File: src/rtl/halfpel_filter_stream.sv
// halfpel_filter_stream
// Streaming half-pel interpolator: takes one row of N_PIX reference pixels per
// handshake and produces N_PIX-1 interpolated pixels in copy, horizontal,
// vertical or diagonal mode. Rows are grouped into blocks of BLK_ROWS input
// rows; vertical and diagonal modes consume the first row as a priming row.
module halfpel_filter_stream #(
  parameter int PIX_BITS = 8,
  parameter int N_PIX    = 8,
  parameter int BLK_ROWS = 8
) (
  input  logic                          clk,
  input  logic                          rst_n,
  input  logic                          start,
  input  logic [1:0]                    mode,
  input  logic                          in_valid,
  output logic                          in_ready,
  input  logic [N_PIX*PIX_BITS-1:0]     in_pix,
  output logic                          out_valid,
  input  logic                          out_ready,
  output logic [(N_PIX-1)*PIX_BITS-1:0] out_pix,
  output logic                          out_last,
  output logic                          busy,
  output logic                          blk_done
);

  localparam int IN_W  = N_PIX * PIX_BITS;
  localparam int OUT_W = (N_PIX - 1) * PIX_BITS;
  localparam int CNT_W = $clog2(BLK_ROWS + 1);
  // Counter value while the final input row of the block is being accepted
  localparam logic [CNT_W-1:0] LAST_IDX = CNT_W'(BLK_ROWS - 1);

  typedef enum logic [1:0] {
    IDLE  = 2'd0,
    PRIME = 2'd1,
    RUN   = 2'd2
  } state_t;

  state_t             state_reg, state_next;
  logic [1:0]         mode_reg;
  logic [IN_W-1:0]    prev_row_reg;
  logic [CNT_W-1:0]   row_cnt_reg;
  logic               all_in_reg;      // final input row of the block taken
  logic               busy_reg;
  logic               out_valid_reg;
  logic               out_last_reg;
  logic [OUT_W-1:0]   out_pix_reg;
  logic [OUT_W-1:0]   filt_row;

  logic in_fire;
  logic out_fire;
  logic last_fire;
  logic start_fire;

  assign in_fire    = in_valid & in_ready;
  assign out_fire   = out_valid_reg & out_ready;
  assign last_fire  = out_fire & out_last_reg;
  assign start_fire = (state_reg == IDLE) & start;

  assign out_valid = out_valid_reg;
  assign out_last  = out_last_reg;
  assign out_pix   = out_pix_reg;
  assign busy      = busy_reg;
  // Completion is reported on the very cycle the last row leaves
  assign blk_done  = last_fire;

  // Input acceptance: depends only on state, output register and out_ready
  always_comb begin
    in_ready = 1'b0;
    case (state_reg)
      PRIME:   in_ready = 1'b1;
      RUN:     in_ready = ~all_in_reg & (~out_valid_reg | out_ready);
      default: in_ready = 1'b0;
    endcase
  end

  // Next-state logic for the block framing FSM
  always_comb begin
    state_next = state_reg;
    case (state_reg)
      IDLE: begin
        if (start) begin
          state_next = mode[1] ? PRIME : RUN;
        end
      end
      PRIME: begin
        if (in_fire) begin
          state_next = RUN;
        end
      end
      RUN: begin
        if (last_fire) begin
          state_next = IDLE;
        end
      end
      default: state_next = IDLE;
    endcase
  end

  // State register
  always_ff @(posedge clk or negedge rst_n) begin
    if (!rst_n) begin
      state_reg <= IDLE;
    end else begin
      state_reg <= state_next;
    end
  end

  // Block control: latched mode, accepted-row counter, busy flag
  always_ff @(posedge clk or negedge rst_n) begin
    if (!rst_n) begin
      mode_reg    <= 2'd0;
      row_cnt_reg <= '0;
      all_in_reg  <= 1'b0;
      busy_reg    <= 1'b0;
    end else begin
      if (start_fire) begin
        mode_reg    <= mode;
        row_cnt_reg <= '0;
        all_in_reg  <= 1'b0;
        busy_reg    <= 1'b1;
      end
      if (in_fire) begin
        row_cnt_reg <= row_cnt_reg + 1'b1;
        if (row_cnt_reg == LAST_IDX) begin
          all_in_reg <= 1'b1;
        end
      end
      if (last_fire) begin
        all_in_reg <= 1'b0;
        busy_reg   <= 1'b0;
      end
    end
  end

  // Previous-row register: priming row, then every row in vertical/diagonal modes
  always_ff @(posedge clk or negedge rst_n) begin
    if (!rst_n) begin
      prev_row_reg <= '0;
    end else if (in_fire && (state_reg == PRIME || mode_reg[1])) begin
      prev_row_reg <= in_pix;
    end
  end

  // Output register: loads on a RUN accept, empties on consume, holds otherwise
  always_ff @(posedge clk or negedge rst_n) begin
    if (!rst_n) begin
      out_valid_reg <= 1'b0;
      out_last_reg  <= 1'b0;
      out_pix_reg   <= '0;
    end else if (in_fire && state_reg == RUN) begin
      out_valid_reg <= 1'b1;
      out_last_reg  <= (row_cnt_reg == LAST_IDX);
      out_pix_reg   <= filt_row;
    end else if (out_fire) begin
      out_valid_reg <= 1'b0;
      out_last_reg  <= 1'b0;
    end
  end

  // Per-pixel interpolation: a/b from the current row, c/d from prev_row
  genvar gi;
  generate
    for (gi = 0; gi < N_PIX - 1; gi++) begin : g_pix
      logic [PIX_BITS-1:0] a;
      logic [PIX_BITS-1:0] b;
      logic [PIX_BITS-1:0] c;
      logic [PIX_BITS-1:0] d;
      logic [PIX_BITS:0]   sum_h;
      logic [PIX_BITS:0]   sum_v;
      logic [PIX_BITS+1:0] sum_d;
      logic [PIX_BITS-1:0] res;

      assign a = in_pix[gi*PIX_BITS +: PIX_BITS];
      assign b = in_pix[(gi+1)*PIX_BITS +: PIX_BITS];
      assign c = prev_row_reg[gi*PIX_BITS +: PIX_BITS];
      assign d = prev_row_reg[(gi+1)*PIX_BITS +: PIX_BITS];

      // Rounded averages with one or two guard bits; the maximum result fits
      // back into PIX_BITS, so truncation after the shift is exact.
      assign sum_h = {1'b0, a} + {1'b0, b} + (PIX_BITS+1)'(1);
      assign sum_v = {1'b0, c} + {1'b0, a} + (PIX_BITS+1)'(1);
      assign sum_d = {2'b00, a} + {2'b00, b} + {2'b00, c} + {2'b00, d}
                   + (PIX_BITS+2)'(2);

      // Mode select for this pixel
      always_comb begin
        res = a;
        case (mode_reg)
          2'd0:    res = a;
          2'd1:    res = PIX_BITS'(sum_h >> 1);
          2'd2:    res = PIX_BITS'(sum_v >> 1);
          default: res = PIX_BITS'(sum_d >> 2);
        endcase
      end

      assign filt_row[gi*PIX_BITS +: PIX_BITS] = res;
    end
  endgenerate

endmodule

File: config.mk
export PLATFORM = sky130hd
export DESIGN_NAME = halfpel_filter_stream
export DESIGN_NICKNAME = d
export VERILOG_FILES = /design/src/rtl/halfpel_filter_stream.sv
export SDC_FILE = /design/constraint.sdc
export NUM_CORES = 1
export LEC_CHECK = 0
export BUFFER_PORTS_ARGS = -buffer_cell sky130_fd_sc_hd__buf_2
export CORE_ASPECT_RATIO = 1.75
export CORE_MARGIN = 2
export CORE_UTILIZATION = 50
export DETAILED_ROUTE_END_ITERATION = 16
export PLACE_DENSITY = 0.76
export SLEW_MARGIN = 20
export SYNTH_ARGS = -nofsm -noshare
export SYNTH_HDL_FRONTEND = slang
export SYNTH_SLANG_ARGS = --single-unit
File: constraint.sdc
create_clock -name clk -period 4.4 [get_ports clk]
set_clock_uncertainty 0.15 [all_clocks]
set_input_delay 0.88 -clock clk [delete_from_list [all_inputs] [get_ports clk]]
set_output_delay 0.88 -clock clk [all_outputs]
set_load 0.05 [all_outputs]
==> impl_metrics.yaml <==
yosys:
  yosysTopAreaCellShare_pct: 21.3
  synth_flop_cell: "dfrtp_1"
  synth_cells: 1764
  post_synth_main_area_contributors: "dfrtp_1 21%, fa_1 15%, ha_1 14%"
  post_synth_num_cell_types: 74
  ys_ff_latch: 132
  syn_area_um2: 15500
  yosys_warnings: 0
  synth_nets: 2126
  synth_commonest_cells: "273 x inv_1, 172 x ha_1, 171 x nand2_1"
  syn_avg_cell_area_um2: 8.78
  yosysSeqAreaShare_pct: 21.3
  synth_edf_count: 0
  yosysTopAreaCell: "dfrtp_1"
  ys_async_sr_fraction_pct: 100
  yosysMostFrequentCell: "inv_1"
power:
  intPower_uw: 6920
  max-vdd-ir-drop_v: 0.000461
  clkPwrFrac_pct: 9.2
  p_switching_uw: 7650
  p_sw_share_pct: 52.5
  pwr-share-comb_pct: 75.5
  p_leak_uw: 0.00849
  pwr-share-seq_pct: 15.3
  power_density_nw_per_um2: 848
floorplanning:
  die_x_um: 137
  ios: 132
  dieArea_um2: 32500
  rows: 85
  start_util_pct: 50.6
  core_area_um2: 30600
  die_y_um: 237
layout:
  largest_register_ffs: 64
  stdcell_area_um2: 17200
  fin_cells: 2296
  finalNetCount: 2251
  fin_util_pct: 56.1
  area_growth_pct: 11.0
  drive_gt1_share_pct: 11.8
global_route:
  grt_use_total_pct: 28.9
  grt_pass1_vias: 14400
  grt_max_degree: 81
  grt_overflow_total: 0
  grt_pass1_wl_um: 72300
  antenna_found_initial: 4
worst_setup_path:
  cp.arrival_ns: 4.02
  crit_chain: "buf_2 -> inv_1 -> fa_1 -> fa_1 -> inv_1 -> ha_1 -> a21o_1 -> a211o_1 -> a21o_1 -> a21o_1 -> mux2i_1 -> o32a_1"
  end_kind: "flop"
  setup.worst_path.start_class: "primary input"
  cp_slowest_cell: "fa_1"
  cpMostUsedCell: "a21o_1"
  crit_path_max_incr_delay_ns: 0.52
  crit_fanout: 4
  crit_required_ns: 4.58
  crit_type: "in -> reg"
clock_network:
  numCtsBuffers: 17
  insertion_delay_ns: 0.45
  ctsResizeCount: 0
  root_buffer: "clkbuf_16"
  h-tree-depth: 4
  clk_pin_slew_worst_paths_ns: 0.06
  cts_hold_buf: 0
  ctsLongestPathBuffers: 2
  cts.sinks: 132
  cts_tree: "built"
  cts_setup_buffers: 0
place:
  hpwl_um: 34600
  portBuffers: 131
  post_dp_cell_area_um2: 16700
  dp.cells: 2261
  gp_congestion: 0.898
routing:
  highest_layer: "met5"
  met2WireLength_um: 23800
  firstDrtPassIters: 5
  ant_nets: 0
  post_drt_wl_per_cell_um: 19.5
  wirelength_um: 44900
  drc: 0
  wl_met3_um: 1930
  routed_via_density: 5.96
  wl_met1_um: 16100
  first_iter_violations: 920
  vias: 13700
timing:
  period_minus_slack_ns: 3.83
  timing_hold_violations_final: 0
  rsz0062_at_grt: "no"
  final-setup-viol-count: 0
  max_freq_mhz: 261
  period_share_pct: 87.1
  drv_slew: 0
  setup_tns_ns: 0
  worst-slew-pin-transition_ns: 1.08
  timing.slew.headroom_pct: 28.0
worst_hold_path:
  hp-class: "reg -> reg"
job:
  cap_violations: 0
outcome:
  status: "finished, final reports clean"
[worst max-delay path, delay by kind of cell]
| family | cells | cell delay, ns |
|---|---|---|
| mux | 1 | 0.12 |
| compound gates | 5 | 1.31 |
| buf+inv | 3 | 0.31 |
| fa+ha+maj | 3 | 1.39 |
[path summary, 6_finish.rpt]
check | depth (start not counted) | slack (ns) | start | end
worst max-delay path | 12 | 0.57 | in_pix[36] | out_pix[38]$_DFFE_PN0P_
worst max register to register | 12 | 0.71 | prev_row_reg[34]$_DFFE_PN0P_ | out_pix[38]$_DFFE_PN0P_
max in group asynchronous | 2 | 2.91 | rst_n | out_pix[25]$_DFFE_PN0P_
worst min register to register | 2 | 0.32 | out_pix[27]$_DFFE_PN0P_ | out_pix[27]$_DFFE_PN0P_
min in group asynchronous | 1 | 0.34 | rst_n | mode_reg[1]$_DFFE_PN0P_
worst min-delay path | 2 | 0.32 | out_pix[27]$_DFFE_PN0P_ | out_pix[27]$_DFFE_PN0P_
[logic make-up after synthesis]
group	after synthesis	share of synthesized area, %
AOI/OAI and AO/OA	452	18.4
xor gates and xnor gates	82	4.64
adders and majority gates	291	29.3
buffers and inverters	326	8.03
DFF	132	21.3
muxes	48	5.06
and+or+nand+nor	433	13.2
[layout make-up]
type | instances | area, um^2
diodes | 3 | 7.51
clock buffers | 27 | 493
clock inverters | 5 | 25.0
fillers | 2799 | 13400
inverters | 276 | 1040
multi-input cells | 1306 | 11000
flip-flops and latches | 132 | 3310
well taps | 391 | 489
repair buffers | 156 | 875
[through the flow]
step                      total power [uW]  setup slack (ns)  hold WS, ns
final                                14600             0.568        0.325
after global routing                 15900             0.347        0.353
after CTS                            14500             0.603        0.323
after detailed placement             13100             0.124        0.310
after global placement               12700             0.194        0.302
after floorplan                      10500             0.456        0.306
[per-layer routing]
metal | vias to the layer above | global-route usage (%)
met5 | - | 0
met4 | 2 | 19.1
met3 | 187 | 3.36
met2 | 495 | 51.3
met1 | 6663 | 31.6
li1 | 6342 | -
[power by group through the flow]
stage	combinational (uW)	clock [uW]	sequential [uW]
floorplan	7550	0	2910
global placement	10400	0	2220
detailed placement	10800	0	2230
CTS	10900	1360	2220
global route	12200	1410	2290
finish	11000	1350	2230
[layout by cell type (no fill, tap or decap), types with 39 or more instances in the layout]
| master | synthesis | layout |
|---|---|---|
| o21ai_1 | 110 | 109 |
| xor2_1 | 39 | 39 |
| nand2_1 | 171 | 170 |
| fa_1 | 119 | 119 |
| dfrtp_1 | 132 | 130 |
| ha_1 | 172 | 172 |
| xnor2_1 | 43 | 43 |
| a21oi_1 | 89 | 89 |
| buf_2 | 16 | 130 |
| inv_1 | 273 | 273 |
| o21ai_0 | 48 | 48 |
| nor2_1 | 91 | 91 |
(Power assumes the default switching activity.)
